## config.mk

```make
export PLATFORM = sky130hd
export DESIGN_NAME = nap_timer_core
export DESIGN_NICKNAME = d
export VERILOG_FILES = /design/src/rtl/nap_timer_core.sv
export SDC_FILE = /design/constraint.sdc
export NUM_CORES = 1
export LEC_CHECK = 0
export BUFFER_PORTS_ARGS = -buffer_cell sky130_fd_sc_hd__clkbuf_2
export CAP_MARGIN = 20
export CORE_ASPECT_RATIO = 1.75
export CORE_MARGIN = 10
export CORE_UTILIZATION = 54
export CTS_CLUSTER_DIAMETER = 100
export DETAILED_ROUTE_END_ITERATION = 8
export PLACE_DENSITY = 0.76
export SYNTH_ARGS = -nofsm -noshare
export SYNTH_HDL_FRONTEND = slang
export SYNTH_SLANG_ARGS = --single-unit
```

## constraint.sdc

```tcl
create_clock -name clk -period 2.6 [get_ports clk]
set_input_delay 0.13 -clock clk [delete_from_list [all_inputs] [get_ports clk]]
set_output_delay 0.13 -clock clk [all_outputs]
set_load 0.01 [all_outputs]
```

## src/rtl/nap_timer_core.sv

```systemverilog
// nap_timer_core: BCD mm:ss countdown timer with a pause/resume FSM, an alarm
// state and a multiplexed 4-digit display scan (registered bNum/dig_sel).
module nap_timer_core #(
  parameter int TICK_DIV = 50000000,
  parameter int SCAN_DIV = 50000
) (
  input  logic       clk,
  input  logic       rst_n,
  input  logic       load,
  input  logic [7:0] set_min,
  input  logic [7:0] set_sec,
  input  logic       start,
  input  logic       pause,
  output logic [3:0] bNum,
  output logic [3:0] dig_sel,
  output logic       running,
  output logic       done,
  output logic       alarm
);

  localparam int PW = (TICK_DIV > 2) ? $clog2(TICK_DIV) : 1;
  localparam int SW = (SCAN_DIV > 2) ? $clog2(SCAN_DIV) : 1;
  localparam logic [PW-1:0] TICK_MAX = PW'(TICK_DIV - 1);
  localparam logic [SW-1:0] SCAN_MAX = SW'(SCAN_DIV - 1);

  typedef enum logic [1:0] {IDLE, RUN, PAUSE, ALARM} state_t;

  state_t          state_q, state_d;
  logic [3:0]      mt_q, mu_q, st_q, su_q;
  logic [3:0]      mt_d, mu_d, st_d, su_d;
  logic [PW-1:0]   presc_q, presc_d;
  logic [SW-1:0]   scan_q, scan_d;
  logic [1:0]      idx_q, idx_d;
  logic [3:0]      dig_sel_q, bnum_q;
  logic            running_q, done_q, alarm_q;

  logic            nonzero, last_sec, tick;

  function automatic logic [3:0] cl9(input logic [3:0] x);
    return (x > 4'd9) ? 4'd9 : x;
  endfunction

  function automatic logic [3:0] pick(input logic [1:0] i, input logic [3:0] d0,
                                      input logic [3:0] d1, input logic [3:0] d2,
                                      input logic [3:0] d3);
    case (i)
      2'd0:    return d0;
      2'd1:    return d1;
      2'd2:    return d2;
      default: return d3;
    endcase
  endfunction

  assign nonzero  = |{mt_q, mu_q, st_q, su_q};
  // In RUN the time is never 00:00, so the next decrement reaches zero only from 00:01.
  assign last_sec = (mt_q == 4'd0) && (mu_q == 4'd0) && (st_q == 4'd0) && (su_q == 4'd1);
  assign tick     = (state_q == RUN) && (presc_q == TICK_MAX);

  // Next-state: FSM transitions, prescaler, BCD countdown and display scan.
  always_comb begin
    state_d = state_q;
    mt_d    = mt_q;
    mu_d    = mu_q;
    st_d    = st_q;
    su_d    = su_q;
    presc_d = presc_q;
    scan_d  = scan_q;
    idx_d   = idx_q;

    case (state_q)
      IDLE, PAUSE: begin
        if (load) begin
          state_d = IDLE;
          presc_d = '0;
          mt_d    = cl9(set_min[7:4]);
          mu_d    = cl9(set_min[3:0]);
          st_d    = (set_sec[7:4] > 4'd5) ? 4'd5 : set_sec[7:4];
          su_d    = cl9(set_sec[3:0]);
        end else if (start && nonzero) begin
          state_d = RUN;
          // Resuming from PAUSE keeps the partial second already counted.
          if (state_q == IDLE) presc_d = '0;
        end
      end
      RUN: begin
        // The prescaler keeps counting on the pause edge; pause only changes state.
        presc_d = tick ? '0 : presc_q + PW'(1);
        if (tick) begin
          if (su_q != 4'd0) su_d = su_q - 4'd1;
          else begin
            su_d = 4'd9;
            if (st_q != 4'd0) st_d = st_q - 4'd1;
            else begin
              st_d = 4'd5;
              if (mu_q != 4'd0) mu_d = mu_q - 4'd1;
              else begin
                mu_d = 4'd9;
                mt_d = mt_q - 4'd1;
              end
            end
          end
        end
        if (tick && last_sec) state_d = ALARM;
        else if (pause)       state_d = PAUSE;
      end
      ALARM: begin
        if (load) begin
          state_d = IDLE;
          presc_d = '0;
          mt_d    = cl9(set_min[7:4]);
          mu_d    = cl9(set_min[3:0]);
          st_d    = (set_sec[7:4] > 4'd5) ? 4'd5 : set_sec[7:4];
          su_d    = cl9(set_sec[3:0]);
        end else if (start) begin
          state_d = IDLE;
          presc_d = '0;
          mt_d    = 4'd0;
          mu_d    = 4'd0;
          st_d    = 4'd0;
          su_d    = 4'd0;
        end
      end
      default: state_d = IDLE;
    endcase

    if (scan_q == SCAN_MAX) begin
      scan_d = '0;
      idx_d  = idx_q + 2'd1;
    end else begin
      scan_d = scan_q + SW'(1);
    end
  end

  // State/datapath registers; outputs registered from next-state so they
  // line up with the state they describe.
  always_ff @(posedge clk) begin
    if (!rst_n) begin
      state_q   <= IDLE;
      mt_q      <= 4'd0;
      mu_q      <= 4'd0;
      st_q      <= 4'd0;
      su_q      <= 4'd0;
      presc_q   <= '0;
      scan_q    <= '0;
      idx_q     <= 2'd0;
      dig_sel_q <= 4'b0001;
      bnum_q    <= 4'd0;
      running_q <= 1'b0;
      done_q    <= 1'b0;
      alarm_q   <= 1'b0;
    end else begin
      state_q   <= state_d;
      mt_q      <= mt_d;
      mu_q      <= mu_d;
      st_q      <= st_d;
      su_q      <= su_d;
      presc_q   <= presc_d;
      scan_q    <= scan_d;
      idx_q     <= idx_d;
      dig_sel_q <= 4'b0001 << idx_d;
      bnum_q    <= pick(idx_d, su_d, st_d, mu_d, mt_d);
      running_q <= (state_d == RUN);
      alarm_q   <= (state_d == ALARM);
      done_q    <= (state_d == ALARM) && (state_q != ALARM);
    end
  end

  assign bNum    = bnum_q;
  assign dig_sel = dig_sel_q;
  assign running = running_q;
  assign done    = done_q;
  assign alarm   = alarm_q;

endmodule

```

==> impl_metrics.json <==
{
  "core_um2": 7230,
  "cts_sinks": 73,
  "syn_area_per_cell_um2": 7.99,
  "ys_async_sr_fraction_pct": 0,
  "power.density_nw_per_um2": 566,
  "die_h_um": 134,
  "route.top_layer_used": "met4",
  "drt-total-wl_mm": 12.1,
  "dr_wl_met3_um": 797,
  "yosys_warnings": 0,
  "yosysSeqAreaShare_pct": 36.2,
  "slew_viol_final": 0,
  "initialDrtViolationCount": 380,
  "tns_ps": -387,
  "cts-hold-fix-buffers": 0,
  "cts.clk_slew.worst_paths_ps": 60,
  "final.min_clock_period_ps": 2730,
  "synth_edf_count": 0,
  "max_freq_mhz": 366,
  "firstDrtPassIters": 5,
  "netlist_top_cells_count": "nor2_1 (78), dfxtp_1 (73), nand2_1 (32)",
  "hold_slack_ps": 171,
  "drive_above_1_share_pct": 20.4,
  "synth_top_area_share_pct": 36.2,
  "hp-class": "in2reg",
  "netlist.top_cell.by_area": "dfxtp_1",
  "num-fill-cells": 586,
  "grt_pass1_wl_mm": 19.4,
  "grt_pass1_vias": 4007,
  "synthTopCellsByArea": "dfxtp_1 (36%), nor2_1 (7.3%), xor2_1 (4.3%)",
  "yosysMostFrequentCell": "nor2_1",
  "syn_nets": 533,
  "grt_overflow_total": 0,
  "post-dp-hpwl_mm": 8.67,
  "die_area_um2": 11500,
  "cts_root_buffer": "clkbuf_16",
  "rsz0062_at_grt": "yes",
  "initial_utilization_pct": 55.8,
  "numCtsBuffers": 9,
  "startpoint_type": "flop",
  "clock_path_buffers": 2,
  "die-width_um": 85.3,
  "setup_viol": 5,
  "rows": 41,
  "p_leak_nw": 1.90,
  "crit_type": "reg2reg",
  "slew_headroom_pct": 57.4,
  "grt_start_max_net_pins": 26,
  "io_buffers": 31,
  "drc": 0,
  "diodes": 0,
  "wire_per_inst_um": 18.5,
  "wl_met1_mm": 4.32,
  "vdd_drop_max_uv": 430,
  "wl_met2_mm": 6.31,
  "num-nets-final": 594,
  "finalHoldViolCount": 0,
  "worst_slack_ps": -132,
  "place_inst": 634,
  "crit_fanout": 8,
  "stdcell_count": 656,
  "utilization_pct": 68.4,
  "outcome": "finished with violations",
  "synth-seq-cells": 73,
  "cts_tree": "yes",
  "worst_pin_slew_ps": 639,
  "violations": "setup timing",
  "antenna_found_initial": 0,
  "end_kind": "flop",
  "gp_congestion": 1.04,
  "htreeDepth": 3,
  "skew_ps": 7.08,
  "synth_cell_types": 62,
  "yosys_most_used_dff": "dfxtp_1",
  "total_power_mw": 2.80,
  "period_share_pct": 105,
  "viasPerCell": 6.31,
  "area_growth_pct": 22.6,
  "clock_latency_ps": 340,
  "io_pins": 32,
  "synth_area_um2": 4040,
  "num_vias": 4138,
  "cap_violations": 0,
  "ant_nets": 0,
  "crit_arrival_ps": 2960,
  "grt_use_total_pct": 20.5,
  "worstPathRequired_ps": 2830,
  "syn_inst": 505
}
[stage by stage]
stage / worst slack, ps / cell area [µm²]
after global routing: -190 / 4950
after global placement: -7.86 / 4460
after CTS: -51.5 / 4820
after detailed placement: -75.7 / 4460
final: -132 / 4950
after floorplan: 18.8 / 4040
[final cells by class]
cell class	instances	area [µm²]	share of cell area (%)
Timing Repair Buffer	70	463	9.36
Sequential cell	73	1460	29.6
Clock inverter	6	60.1	1.21
Clock buffer	9	225	4.55
Multi-Input combinational cell	394	2560	51.8
Inverter	18	67.6	1.37
Tap cell	86	108	2.18
[kinds of logic after synthesis]
family / synth area share [%]
compound gates: 15.7
xor+xnor: 7.60
fa+ha+maj: 2.17
buf+inv: 3.72
flops: 36.2
mux: 0.744
simple gates: 33.8
[final timing paths]
| path | from | end | slack, ps | cells past startpoint |
|---|---|---|---|---|
| setup / recovery | presc_q[7] | bNum[3] | -130 | 8 |
| hold / removal | set_sec[6] | st_q[1] | 170 | 4 |
| setup reg to reg | presc_q[7] | bNum[3] | -130 | 8 |
| hold reg to reg | scan_q[0] | scan_q[0] | 440 | 1 |
[worst max-delay path, cell delays in order (launching register included)]
cell and delay, ps:
dfxtp_2 320, or4_4 530, or4_4 630, nor3_4 260
buf_6 130, mux2i_1 190, a221o_1 230, o221ai_2 110
a22o_1 210
[registers in the layout, summed over array words and instances (netlist names), 4 cells and up]
signal	flops
presc_q	26
scan_q	16
bNum	4
dig_sel	4
mt_q	4
mu_q	4
st_q	4
su_q	4
[power breakdown]
part | total [mW] | switching (mW) | internal [mW]
Clock | 1.20 | 0.471 | 0.731
Sequential | 1.18 | 0.0266 | 1.15
Combinational | 0.419 | 0.258 | 0.162
[layout by cell type, fill, tap and decap left out, types with 7 or more instances in the layout]
| cell type | count |
|---|---|
| ha_1 | 7 |
| nand3_1 | 24 |
| xnor2_1 | 15 |
| buf_4 | 35 |
| nor3_1 | 14 |
| a21oi_1 | 20 |
| and3_1 | 12 |
| nand2b_1 | 8 |
| clkbuf_2 | 31 |
| nand4_1 | 11 |
| xor2_1 | 20 |
| dfxtp_1 | 72 |
| o21ai_0 | 19 |
| nand2_1 | 31 |
| nor2_1 | 77 |
| inv_1 | 18 |
| and2_1 | 13 |
| clkbuf_16 | 9 |
[routing by layer]
metal	GRT usage (%)	vias to the layer above
met1	20.1	1925
met5	0	-
met4	14.2	0
met3	4.85	71
met2	36.5	192
li1	-	1950
[repair_timing]
| item | in CTS | in global routing |
|---|---|---|
| pin swaps | 7 | 11 |
| setup endpoints to repair | 6 | 32 |
| resized for setup | 11 | 20 |
| buffers inserted | 3 | 4 |
(Power assumes the default switching activity.)
